**src/rtl/wash_sequencer_if.sv**
```systemverilog
// Control/status bundle between the wash sequencer and its driver (mode selector / panel).
// master drives the panel inputs; slave is the sequencer itself.
interface wash_sequencer_if;
  logic       power_light;
  logic       start_pause;
  logic [2:0] current_model;
  logic [1:0] run_state;
  logic       finish;
  logic [1:0] phase;
  logic [5:0] remain_sec;
  logic       buzzer;

  modport master (
    output power_light, start_pause, current_model,
    input  run_state, finish, phase, remain_sec, buzzer
  );

  modport slave (
    input  power_light, start_pause, current_model,
    output run_state, finish, phase, remain_sec, buzzer
  );
endinterface

```
**src/rtl/wash_sequencer.sv**
```systemverilog
// Wash program sequencer: wash -> rinse -> spin on a 1 s prescaled tick, with pause/resume.
// Optional completion buzzer is built only when WASH_BUZZER_EN is defined.
module wash_sequencer #(
  parameter int TICKS_PER_SEC = 1000,
  parameter int WASH_T        = 9,
  parameter int RINSE_T       = 6,
  parameter int SPIN_T        = 3,
  parameter int BUZZ_T        = 2
) (
  input  logic             clk,
  input  logic             rst,
  wash_sequencer_if.slave  bus
);

  localparam int PW = (TICKS_PER_SEC > 1) ? $clog2(TICKS_PER_SEC) : 1;

  typedef enum logic [1:0] {
    S_IDLE  = 2'b00,
    S_RUN   = 2'b01,
    S_PAUSE = 2'b10
  } state_t;

  state_t        state_q, state_d;
  logic [PW-1:0] presc_q, presc_d;
  logic [4:0]    pcnt_q, pcnt_d;
  logic [1:0]    phase_q, phase_d;
  logic [5:0]    remain_q, remain_d;
  logic [2:0]    mode_q, mode_d;
  logic          finish_q, finish_d;
  logic [1:0]    nph;
  logic          tick;

  // Enabled phases per program as {spin, rinse, wash}.
  function automatic logic [2:0] mode_en(input logic [2:0] m);
    case (m)
      3'd0:    mode_en = 3'b111;
      3'd1:    mode_en = 3'b001;
      3'd2:    mode_en = 3'b011;
      3'd3:    mode_en = 3'b110;
      3'd4:    mode_en = 3'b010;
      3'd5:    mode_en = 3'b100;
      default: mode_en = 3'b000;
    endcase
  endfunction

  function automatic logic [4:0] dur(input logic [1:0] p);
    case (p)
      2'b01:   dur = 5'(WASH_T);
      2'b10:   dur = 5'(RINSE_T);
      2'b11:   dur = 5'(SPIN_T);
      default: dur = 5'd0;
    endcase
  endfunction

  function automatic logic [5:0] total(input logic [2:0] en);
    total = (en[0] ? 6'(WASH_T) : 6'd0) + (en[1] ? 6'(RINSE_T) : 6'd0)
          + (en[2] ? 6'(SPIN_T) : 6'd0);
  endfunction

  // First enabled phase strictly after cur; 00 when the program is exhausted.
  function automatic logic [1:0] next_phase(input logic [2:0] en, input logic [1:0] cur);
    next_phase = 2'b00;
    for (int p = 3; p >= 1; p--) begin
      if (p > int'(cur) && en[p-1]) next_phase = 2'(p);
    end
  endfunction

  assign tick = (state_q == S_RUN) && (presc_q == PW'(TICKS_PER_SEC - 1));

  always_comb begin
    state_d  = state_q;
    presc_d  = presc_q;
    pcnt_d   = pcnt_q;
    phase_d  = phase_q;
    remain_d = remain_q;
    mode_d   = mode_q;
    finish_d = 1'b0;
    nph      = 2'b00;
    if (!bus.power_light) begin
      state_d  = S_IDLE;
      presc_d  = '0;
      pcnt_d   = 5'd0;
      phase_d  = 2'b00;
      remain_d = 6'd0;
    end else begin
      case (state_q)
        S_IDLE: begin
          if (bus.start_pause && bus.current_model <= 3'd5) begin
            nph      = next_phase(mode_en(bus.current_model), 2'b00);
            mode_d   = bus.current_model;
            phase_d  = nph;
            pcnt_d   = dur(nph);
            remain_d = total(mode_en(bus.current_model));
            presc_d  = '0;
            state_d  = S_RUN;
          end
        end
        S_RUN: begin
          if (tick) begin
            presc_d  = '0;
            remain_d = remain_q - 6'd1;
            if (pcnt_q == 5'd1) begin
              nph = next_phase(mode_en(mode_q), phase_q);
              if (nph == 2'b00) begin
                state_d  = S_IDLE;
                finish_d = 1'b1;
                phase_d  = 2'b00;
                remain_d = 6'd0;
                pcnt_d   = 5'd0;
              end else begin
                phase_d = nph;
                pcnt_d  = dur(nph);
              end
            end else begin
              pcnt_d = pcnt_q - 5'd1;
            end
          end else begin
            presc_d = presc_q + PW'(1);
          end
          // Completion swallows a coincident pause request.
          if (bus.start_pause && !finish_d) state_d = S_PAUSE;
        end
        S_PAUSE: begin
          if (bus.start_pause) state_d = S_RUN;
        end
        default: state_d = S_IDLE;
      endcase
    end
  end

  always_ff @(posedge clk or posedge rst) begin
    if (rst) begin
      state_q  <= S_IDLE;
      presc_q  <= '0;
      pcnt_q   <= 5'd0;
      phase_q  <= 2'b00;
      remain_q <= 6'd0;
      mode_q   <= 3'd0;
      finish_q <= 1'b0;
    end else begin
      state_q  <= state_d;
      presc_q  <= presc_d;
      pcnt_q   <= pcnt_d;
      phase_q  <= phase_d;
      remain_q <= remain_d;
      mode_q   <= mode_d;
      finish_q <= finish_d;
    end
  end

  assign bus.run_state  = state_q;
  assign bus.finish     = finish_q;
  assign bus.phase      = phase_q;
  assign bus.remain_sec = remain_q;

`ifdef WASH_BUZZER_EN
  localparam int BUZ_CYC = BUZZ_T * TICKS_PER_SEC;
  localparam int BW      = $clog2(BUZ_CYC + 1);

  logic          buzzer_q, buzzer_d;
  logic [BW-1:0] bcnt_q, bcnt_d;

  always_comb begin
    buzzer_d = buzzer_q;
    bcnt_d   = bcnt_q;
    if (!bus.power_light || bus.start_pause) begin
      buzzer_d = 1'b0;
      bcnt_d   = '0;
    end else if (finish_q) begin
      buzzer_d = 1'b1;
      bcnt_d   = BW'(BUZ_CYC - 1);
    end else if (buzzer_q) begin
      if (bcnt_q == '0) buzzer_d = 1'b0;
      else              bcnt_d   = bcnt_q - BW'(1);
    end
  end

  always_ff @(posedge clk or posedge rst) begin
    if (rst) begin
      buzzer_q <= 1'b0;
      bcnt_q   <= '0;
    end else begin
      buzzer_q <= buzzer_d;
      bcnt_q   <= bcnt_d;
    end
  end

  assign bus.buzzer = buzzer_q;
`else
  assign bus.buzzer = 1'b0;
`endif

endmodule

```
**src/flat_wrapper.sv**
```systemverilog
// flat-port wrapper written by rule: the top's interface ports become plain ports
module wash_sequencer_flat 
#(
  parameter int TICKS_PER_SEC = 1000,
  parameter int WASH_T        = 9,
  parameter int RINSE_T       = 6,
  parameter int SPIN_T        = 3,
  parameter int BUZZ_T        = 2
)
  (clk, rst, bus_power_light, bus_start_pause, bus_current_model, bus_run_state, bus_finish, bus_phase, bus_remain_sec, bus_buzzer);
  wash_sequencer_if bus_i ();
  input  logic clk;
  input  logic rst;
  input wire logic [$bits(bus_i.power_light)-1:0] bus_power_light;
  input wire logic [$bits(bus_i.start_pause)-1:0] bus_start_pause;
  input wire logic [$bits(bus_i.current_model)-1:0] bus_current_model;
  output wire logic [$bits(bus_i.run_state)-1:0] bus_run_state;
  output wire logic [$bits(bus_i.finish)-1:0] bus_finish;
  output wire logic [$bits(bus_i.phase)-1:0] bus_phase;
  output wire logic [$bits(bus_i.remain_sec)-1:0] bus_remain_sec;
  output wire logic [$bits(bus_i.buzzer)-1:0] bus_buzzer;
  assign bus_i.power_light = bus_power_light;
  assign bus_i.start_pause = bus_start_pause;
  assign bus_i.current_model = bus_current_model;
  assign bus_run_state = bus_i.run_state;
  assign bus_finish = bus_i.finish;
  assign bus_phase = bus_i.phase;
  assign bus_remain_sec = bus_i.remain_sec;
  assign bus_buzzer = bus_i.buzzer;
  wash_sequencer #(.TICKS_PER_SEC(TICKS_PER_SEC), .WASH_T(WASH_T), .RINSE_T(RINSE_T), .SPIN_T(SPIN_T), .BUZZ_T(BUZZ_T)) u_core (.clk(clk), .rst(rst), .bus(bus_i));
endmodule
```
**config.mk**
```make
export PLATFORM = sky130hd
export DESIGN_NAME = wash_sequencer_flat
export DESIGN_NICKNAME = d
export VERILOG_FILES = /design/src/rtl/wash_sequencer_if.sv /design/src/rtl/wash_sequencer.sv /design/src/flat_wrapper.sv
export SDC_FILE = /design/constraint.sdc
export NUM_CORES = 1
export LEC_CHECK = 0
export CAP_MARGIN = 40
export CORE_MARGIN = 2
export CORE_UTILIZATION = 61
export DETAILED_ROUTE_END_ITERATION = 8
export MAX_ROUTING_LAYER = met4
export PLACE_DENSITY = 0.84
export SLEW_MARGIN = 20
export SYNTH_ARGS = -nofsm -noshare
export SYNTH_HDL_FRONTEND = slang
export SYNTH_SLANG_ARGS = --single-unit
```
**constraint.sdc**
```tcl
create_clock -name clk -period 3.8 [get_ports clk]
set_clock_uncertainty 0.15 [all_clocks]
set_input_delay 0.95 -clock clk [delete_from_list [all_inputs] [get_ports clk]]
set_output_delay 0.95 -clock clk [all_outputs]
set_load 0.03 [all_outputs]
```
==> results of run 1 <==
[metal layers]
metal,routed length (µm),vias up
met1,2120,823
met4,61,0
met3,275,10
met2,1950,67
met5,0,-
li1,-,890
[critical path, cell delays in order]
cell and delay [ns]:
clkdlybuf4s50_1 0.60, inv_1 0.13, nor2_1 0.18, nor3_1 0.06, a21o_1 0.17, inv_1 0.08, ha_1 0.22, nor2b_1 0.12
o21ai_0 0.24, a22oi_1 0.14, nor2_1 0.12, a31oi_1 0.05, o21ai_1 0.12
[final cells by class]
cell class,instances,area share (%)
multi-input cells,183,50.9
flip-flops and latches,29,31.9
repair buffers,22,9.12
clock buffers,7,2.86
inverters,16,2.64
well taps,44,2.42
clock inverters,1,0.220
[how the worst max path moves through the flow]
stage                                                end                  from  cells after the start
detailed placement  u_core.bus.remain_sec[2]$_DFFE_PP0P_  bus_current_model[0]                     13
floorplan           u_core.bus.remain_sec[2]$_DFFE_PP0P_  bus_current_model[2]                     12
finish              u_core.bus.remain_sec[2]$_DFFE_PP0P_  bus_current_model[0]                     13
global route        u_core.bus.remain_sec[2]$_DFFE_PP0P_  bus_current_model[0]                     13
global placement    u_core.bus.remain_sec[2]$_DFFE_PP0P_  bus_current_model[0]                     13
CTS                 u_core.bus.remain_sec[2]$_DFFE_PP0P_  bus_current_model[0]                     13
[cells by family after synthesis]
family / Yosys count / synth area share [%]
fa+ha+maj: 7 / 4.37
flops: 29 / 36.2
buf+inv: 27 / 5.93
xor+xnor: 10 / 4.37
compound gates: 71 / 23.9
mux: 3 / 1.56
simple gates: 91 / 23.4
other cells: 1 / 0.187
[through the flow]
stage                     util, %  cell area, µm²  worst slack [ns]  std cells
after floorplan                 -            2000              1.17        239
after global placement       71.7            2210             0.452        294
after detailed placement     71.7            2210             0.413        294
after CTS                    74.0            2280             0.739        302
after global routing         74.0            2280             0.498        302
final                        74.0            2280             0.728        302
[cell usage after synthesis (2+ instances only)]
master     count  area share, %
dfrtp_1       29             36
nor2_1        29            5.4
o21ai_0       19            4.7
inv_1         16            3.0
nand2_1       16            3.0
a21oi_1       12            3.0
o21ai_1        9            2.2
nand3_1        8            2.0
ha_1           7            4.4
nor2b_1        7            2.2
nor3_1         6            1.5
xor2_1         6            2.6
a31oi_1        5            1.6
buf_2          5            1.2
nand2b_1       5            1.6
clkbuf_1       4           0.75
o22ai_1        4            1.2
xnor2_1        4            1.7
a22o_1         3            1.3
nand4_1        3           0.94
a21o_1         2           0.75
a2bb2oi_1      2           0.87
a32o_1         2            1.0
and3_1         2           0.62
and4_1         2           0.87
mux2i_1        2            1.0
nand3b_1       2           0.75
nor2_2         2           0.62
nor3b_1        2           0.75
[registers in the layout, summed over array words and instances (netlist names)]
signal and cells:
u_core.bus.phase 2, u_core.bus.run_state 2, u_core.mode_q 3, u_core.bus.finish 1
u_core.presc_q 10, u_core.bus.remain_sec 6, u_core.pcnt_q 5
[report_power, final]
group,switching (W),internal (W)
registers,0.0000393,0.000333
clock network,0.000110,0.000107
logic,0.000164,0.000115
total,0.000313,0.000555
==> flow_metrics.env, run 1 <==
export IMPL_status="finished clean"
export IMPL_worst_r2r_endpoint="u_core.bus.remain_sec[3]$_DFFE_PP0P_"
export IMPL_syn_avg_cell_area_um2=8.38
export IMPL_leakage_nw=1.00
export IMPL_coreArea_um2=3080
export IMPL_whs_ns=0.382
export IMPL_place_gp_congestion=0.956
export IMPL_max_freq_mhz=326
export IMPL_ys_seq_elements=29
export IMPL_reg2reg_slack_ns=1.48
export IMPL_maxSlewViolCount=0
export IMPL_cts_setup_buffers=0
export IMPL_grt_overflow=0
export IMPL_ioPinCount=19
export IMPL_async_reset_ff_share_pct=100
export IMPL_cts_tree="yes"
export IMPL_finalPower_w=0.000868
export IMPL_root_buffer="clkbuf_4"
export IMPL_syn_nets=253
export IMPL_grt_pass1_wl_mm=7.06
export IMPL_port_buffers=17
export IMPL_rows=20
export IMPL_syn2layout_area_growth_pct=13.7
export IMPL_r2r_cells=8
export IMPL_antennaDiodeCount=0
export IMPL_worstPathArrival_ns=3.18
export IMPL_grt_util_met3_pct=6.09
export IMPL_post_route_period_util_pct=80.8
export IMPL_maxCapViolations=0
export IMPL_hold_buffers=0
export IMPL_nNetsFinal=271
export IMPL_clock_sinks=29
export IMPL_seqCellArea_um2=726
export IMPL_antenna_found_initial=0
export IMPL_rsz0062_at_grt="false"
export IMPL_dp_hpwl_mm=3.21
export IMPL_cts_resized_gates=0
export IMPL_ant_nets=0
export IMPL_synthFlopType="dfrtp_1"
export IMPL_final_cell_mix="29 x nor2_1, 29 x dfrtp_1, 19 x o21ai_0"
export IMPL_cp_required_ns=3.91
export IMPL_die_w_um=61.3
export IMPL_hold_viol_final=0
export IMPL_hold_end="u_core.pcnt_q[4]$_DFFE_PP0P_"
export IMPL_grt_use_met1_pct=36.6
export IMPL_clk_pin_slew_worst_paths_ns=0.09
export IMPL_hp_start="u_core.pcnt_q[4]$_DFFE_PP0P_"
export IMPL_dieHeight_um=61.3
export IMPL_drt_iter0_drc=150
export IMPL_gr_max_usage_layer="met2"
export IMPL_route_detailed_drc=0
export IMPL_cts_made_buffers=5
export IMPL_setup_viol_count_final=0
export IMPL_dieArea_um2=3760
export IMPL_layout_drive_gt1_share_pct=8.14
export IMPL_cp_max_fo=7
export IMPL_wl_mm=4.41
export IMPL_clock_path_buffers=2
export IMPL_period_minus_slack_ns=3.07
export IMPL_ys_types=53
export IMPL_grt_pass1_vias=1557
export IMPL_first_pass_iters=4
export IMPL_p_per_area_nw_per_um2=381
export IMPL_grt_total_usage_pct=26.4
export IMPL_startpoint_type="input port"
export IMPL_avgRoutedWirePerCell_um=14.6
export IMPL_whs_path_depth=1
export IMPL_worst_setup_path_type="input port to flop"
export IMPL_clock_latency_ns=0.33
export IMPL_min_path_type="flop to flop"
export IMPL_end_kind="flop"
export IMPL_yosysWarnings=0
export IMPL_grt_util_met2_pct=37.5
export IMPL_initial_core_util_pct=65.1
export IMPL_synth_edf_count=0
export IMPL_synth_area_um2=2000
export IMPL_timing_slew_headroom_pct=43.8
export IMPL_htreeDepth=2
export IMPL_r2r_start="u_core.pcnt_q[1]$_DFFE_PP0P_"
export IMPL_vias_per_cell=5.93
export IMPL_vdd_drop_max_mv=0.324
export IMPL_multi_input_area_um2=1160
export IMPL_grt_max_degree=30
export IMPL_worstMarginPinSlew_ns=0.842
export IMPL_fillCellCount=251
export IMPL_yosysSeqAreaShare_pct=36.2
export IMPL_tns_ns=0
export IMPL_synthCells=239
export IMPL_vias=1790
(Power assumes the default switching activity.)
==> run 2: changes to the inputs <==
Settings changed: CORE_UTILIZATION 61 to 52, PLACE_DENSITY 0.84 to 0.76.
Clock period 3.8 ns to 2.7 ns, I/O delays scaled along.
==> flow_metrics.env, run 2 (same netlist as run 1, synthesis figures left out) <==
export IMPL_largest_reg_flops=10
export IMPL_vdd_drop_max_mv=0.359
export IMPL_worstMarginPinSlew_ns=0.568
export IMPL_cp_max_fo=10
export IMPL_grt_total_usage_pct=25.6
export IMPL_wl_mm=4.63
export IMPL_worst_setup_path_type="flop to output port"
export IMPL_syn2layout_area_growth_pct=24.7
export IMPL_antenna_found_initial=0
export IMPL_pre_cts_ws_ns=-0.222
export IMPL_die_w_um=66.1
export IMPL_period_minus_slack_ns=2.36
export IMPL_regMostFlops="u_core.presc_q"
export IMPL_htreeDepth=2
export IMPL_crit_chain="clkdlybuf4s50_1"
export IMPL_hold_viol_final=0
export IMPL_clock_sinks=29
export IMPL_timing_slew_headroom_pct=62.1
export IMPL_rsz0062_at_grt="false"
export IMPL_final_area_um2=2500
export IMPL_dieHeight_um=66.1
export IMPL_setup_viol_count_final=0
export IMPL_utilization_pct=67.7
export IMPL_grt_max_degree=30
export IMPL_clock_latency_ns=0.29
export IMPL_end_kind="output port"
export IMPL_startpoint_type="flop"
export IMPL_dp_hpwl_mm=3.55
export IMPL_worstPathArrival_ns=1.53
export IMPL_cp_slowest_cell="clkdlybuf4s50_1"
export IMPL_cts_made_buffers=5
export IMPL_grt_pass1_vias=1844
export IMPL_first_pass_iters=4
export IMPL_port_buffers=17
export IMPL_met2WireLength_mm=2.22
export IMPL_nNetsFinal=294
export IMPL_dieArea_um2=4360
export IMPL_leakage_nw=1.15
export IMPL_final_cell_mix="29 x dfrtp_1, 28 x nor2_1, 28 x buf_4"
export IMPL_grt_pass1_wl_mm=8.27
export IMPL_clk_pin_slew_worst_paths_ns=0.06
export IMPL_cpPeakStageDelay_ns=0.73
export IMPL_layout_drive_gt1_share_pct=16.7
export IMPL_route_detailed_drc=0
export IMPL_seqCellArea_um2=726
export IMPL_min_path_type="flop to flop"
export IMPL_antennaDiodeCount=0
export IMPL_drt_iter0_drc=85
export IMPL_reg2reg_slack_ns=0.49
export IMPL_met3_length_um=124
export IMPL_post_route_period_util_pct=87.4
export IMPL_avgRoutedWirePerCell_um=14.1
export IMPL_crit_family="buffers and inverters"
export IMPL_grt_overflow=0
export IMPL_fin_ws_ns=0.340
export IMPL_coreArea_um2=3690
export IMPL_path_buf_inv=1
export IMPL_cp_required_ns=1.88
export IMPL_vias=1850
export IMPL_status="finished clean"
export IMPL_maxSlewViolCount=0
export IMPL_max_freq_mhz=424
export IMPL_p_per_area_nw_per_um2=536
export IMPL_vias_per_cell=5.62
export IMPL_maxCapViolations=0
export IMPL_final_common_cell="dfrtp_1"
export IMPL_cts_setup_buffers=0
export IMPL_fillCellCount=331
export IMPL_ioPinCount=19
export IMPL_initial_core_util_pct=54.3
export IMPL_cts_tree="yes"
export IMPL_rows=22
export IMPL_multi_input_area_um2=1160
export IMPL_root_buffer="clkbuf_8"
export IMPL_placed_area_um2=2380
export IMPL_wl_met1_mm=2.20
export IMPL_place_gp_congestion=0.859
export IMPL_clock_path_buffers=2
export IMPL_ant_nets=0
export IMPL_hold_buffers=0
export IMPL_highest_layer="met4"
## run 2: path summary, 6_finish.rpt
path | startpoint | endpoint | cells after the start
worst min register to register | u_core.pcnt_q[4]$_DFFE_PP0P_ | u_core.pcnt_q[4]$_DFFE_PP0P_ | 1
worst max register to register | u_core.pcnt_q[1]$_DFFE_PP0P_ | u_core.bus.run_state[1]$_DFFE_PP0P_ | 8
max in group asynchronous | rst | u_core.mode_q[2]$_DFFE_PP0P_ | 3
worst min-delay path | u_core.pcnt_q[4]$_DFFE_PP0P_ | u_core.pcnt_q[4]$_DFFE_PP0P_ | 1
worst max-delay path | u_core.bus.phase[1]$_DFFE_PP0P_ | bus_phase[1] | 1
min in group asynchronous | rst | u_core.bus.remain_sec[0]$_DFFE_PP0P_ | 3
## run 2: power breakdown
part	total, W	internal [W]	leakage, nW	switching [W]
Sequential	0.000525	0.000469	0.390	0.0000554
Clock	0.000396	0.000230	0.0542	0.000166
Combinational	0.000418	0.000185	0.711	0.000232
## run 2: through the flow
stage / hold WS [ns] / setup TNS [ns] / cells / power, W
finish: 0.365 / 0 / 329 / 0.00134
global route: 0.393 / 0 / 329 / 0.00143
CTS: 0.367 / 0 / 329 / 0.00134
detailed placement: 0.356 / -0.876 / 321 / 0.000947
global placement: 0.353 / -0.469 / 321 / 0.000938
floorplan: 0.329 / 0 / 239 / 0.000814
## run 2: final cells by class
cell class | instances | area share (%)
Sequential cell | 29 | 29.0
Timing Repair Buffer | 45 | 15.5
Tap cell | 48 | 2.40
Inverter | 16 | 2.40
Multi-Input combinational cell | 183 | 46.6
Clock buffer | 7 | 3.86
Clock inverter | 1 | 0.200
## run 2: what timing repair did
action	CTS	global route
setup endpoints to repair	0	4
gates resized for setup	0	8
hold endpoints to repair	0	0
## run 2: per-layer routing
layer  track usage (%)  vias up
met5                 -        -
met4              9.95        0
met3              5.79        6
met2              41.5       22
met1              31.1      888
li1                  -      934
==> run 3: changes to the inputs <==
Clock period 2.7 ns to 2.15 ns, I/O delays scaled along.
==> flow_metrics.env, run 3 (same netlist as run 1, synthesis figures left out) <==
export IMPL_status="finished clean"
export IMPL_die_w_um=66.1
export IMPL_r2r_cells=8
export IMPL_cp_required_ns=1.46
export IMPL_cp_max_fo=4
export IMPL_port_buffers=17
export IMPL_period_minus_slack_ns=2.10
export IMPL_reg2reg_slack_ns=0.17
export IMPL_path_buf_inv=1
export IMPL_whs_path_depth=1
export IMPL_finalPower_w=0.00175
export IMPL_tns_ns=0
export IMPL_crit_family="buffers and inverters"
export IMPL_min_path_type="flop to flop"
export IMPL_cts_tree="yes"
export IMPL_cpPeakStageDelay_ns=0.70
export IMPL_largest_reg_flops=10
export IMPL_wl_mm=4.88
export IMPL_route_detailed_drc=0
export IMPL_post_route_period_util_pct=97.8
export IMPL_htreeDepth=2
export IMPL_drt_iter0_drc=117
export IMPL_end_kind="output port"
export IMPL_r2r_start="u_core.presc_q[1]$_DFFE_PP0P_"
export IMPL_stdcell_count=347
export IMPL_clock_sinks=29
export IMPL_hold_end="u_core.pcnt_q[4]$_DFFE_PP0P_"
export IMPL_dieHeight_um=66.1
export IMPL_initial_core_util_pct=54.3
export IMPL_ioPinCount=19
export IMPL_final_cell_mix="44 x buf_4, 29 x dfrtp_1, 27 x nor2_1"
export IMPL_clk_pin_slew_worst_paths_ns=0.07
export IMPL_worst_r2r_endpoint="u_core.bus.remain_sec[3]$_DFFE_PP0P_"
export IMPL_nNetsFinal=312
export IMPL_rows=22
export IMPL_clock_path_buffers=2
export IMPL_crit_path_start="u_core.bus.remain_sec[4]$_DFFE_PP0P_"
export IMPL_first_pass_iters=4
export IMPL_ant_nets=0
export IMPL_worst_setup_path_type="flop to output port"
export IMPL_setup_viol_count_final=0
export IMPL_antenna_found_initial=0
export IMPL_pre_cts_ws_ns=-0.639
export IMPL_dp_hpwl_mm=3.61
export IMPL_startpoint_type="flop"
export IMPL_maxCapViolations=0
export IMPL_maxSlewViolCount=0
export IMPL_leakage_nw=1.25
export IMPL_worstPathArrival_ns=1.42
export IMPL_syn2layout_area_growth_pct=33.5
export IMPL_coreArea_um2=3690
export IMPL_grt_max_degree=30
export IMPL_antennaDiodeCount=0
export IMPL_max_freq_mhz=476
export IMPL_grt_overflow=0
export IMPL_grt_pass1_wl_mm=8.59
export IMPL_whs_ns=0.371
export IMPL_grt_pass1_vias=1847
export IMPL_dp_cells=335
export IMPL_fin_ws_ns=0.0473
export IMPL_cp_slowest_cell="clkdlybuf4s50_1"
export IMPL_cts_made_buffers=5
export IMPL_final_common_cell="buf_4"
export IMPL_crit_chain="clkdlybuf4s50_1"
export IMPL_multi_input_area_um2=1220
export IMPL_place_gp_congestion=0.877
export IMPL_dieArea_um2=4360
export IMPL_seqCellArea_um2=726
export IMPL_hp_start="u_core.pcnt_q[4]$_DFFE_PP0P_"
export IMPL_layout_drive_gt1_share_pct=24.7
export IMPL_root_buffer="clkbuf_8"
export IMPL_grt_total_usage_pct=26.1
export IMPL_vdd_drop_max_mv=0.344
export IMPL_fillCellCount=311
export IMPL_clock_latency_ns=0.28
export IMPL_hold_viol_final=0
export IMPL_vias_per_cell=5.61
export IMPL_regMostFlops="u_core.presc_q"
export IMPL_p_per_area_nw_per_um2=654
export IMPL_hold_buffers=0
export IMPL_vias=1945
export IMPL_avgRoutedWirePerCell_um=14.1
==> run 3: layer usage <==
metal	routed length, µm	global-route usage [%]
met3	177	4.77
met5	0	-
met2	2370	41.9
met1	2270	33.9
met4	57	7.65
==> run 3: cell type report <==
type | count | share of cell area [%]
clock buffer | 7 | 3.60
timing repair buffer | 63 | 19.0
clock inverter | 1 | 0.187
tap | 48 | 2.25
inverter | 16 | 2.25
sequential | 29 | 27.1
multi-input combinational | 183 | 45.6
==> run 3: how the worst max path moves through the flow <==
stage | to | slack, ns | cells after the start
global placement | u_core.bus.remain_sec[3]$_DFFE_PP0P_ | -0.53 | 11
floorplan | u_core.bus.remain_sec[2]$_DFFE_PP0P_ | -0.01 | 12
CTS | u_core.bus.remain_sec[2]$_DFFE_PP0P_ | 0.009 | 13
detailed placement | u_core.bus.remain_sec[3]$_DFFE_PP0P_ | -0.64 | 11
global route | u_core.bus.remain_sec[2]$_DFFE_PP0P_ | -0.05 | 13
finish | bus_remain_sec[4] | 0.05 | 1
==> run 3: report_power, final <==
| part | internal [W] | switching [W] | leakage [nW] |
|---|---|---|---|
| clock | 0.000289 | 0.000213 | 0.0542 |
| combinational | 0.000273 | 0.000320 | 0.811 |
| sequential | 0.000589 | 0.0000649 | 0.390 |
| total | 0.00115 | 0.000598 | 1.25 |
==> run 3: per-stage QoR <==
stage          area [µm²]  utilization (%)
2_1_floorplan        2020                -
3_3_place_gp         2500             67.8
3_5_place_dp         2500             67.8
4_1_cts              2630             71.2
5_1_grt              2670             72.5
6_report             2670             72.5
==> run 3: repair_timing <==
action / in CTS / in global routing
gates resized for setup: 13 / 15
setup endpoints to repair: 22 / 16
pin swaps: 5 / 5
setup buffers: 2 / 2
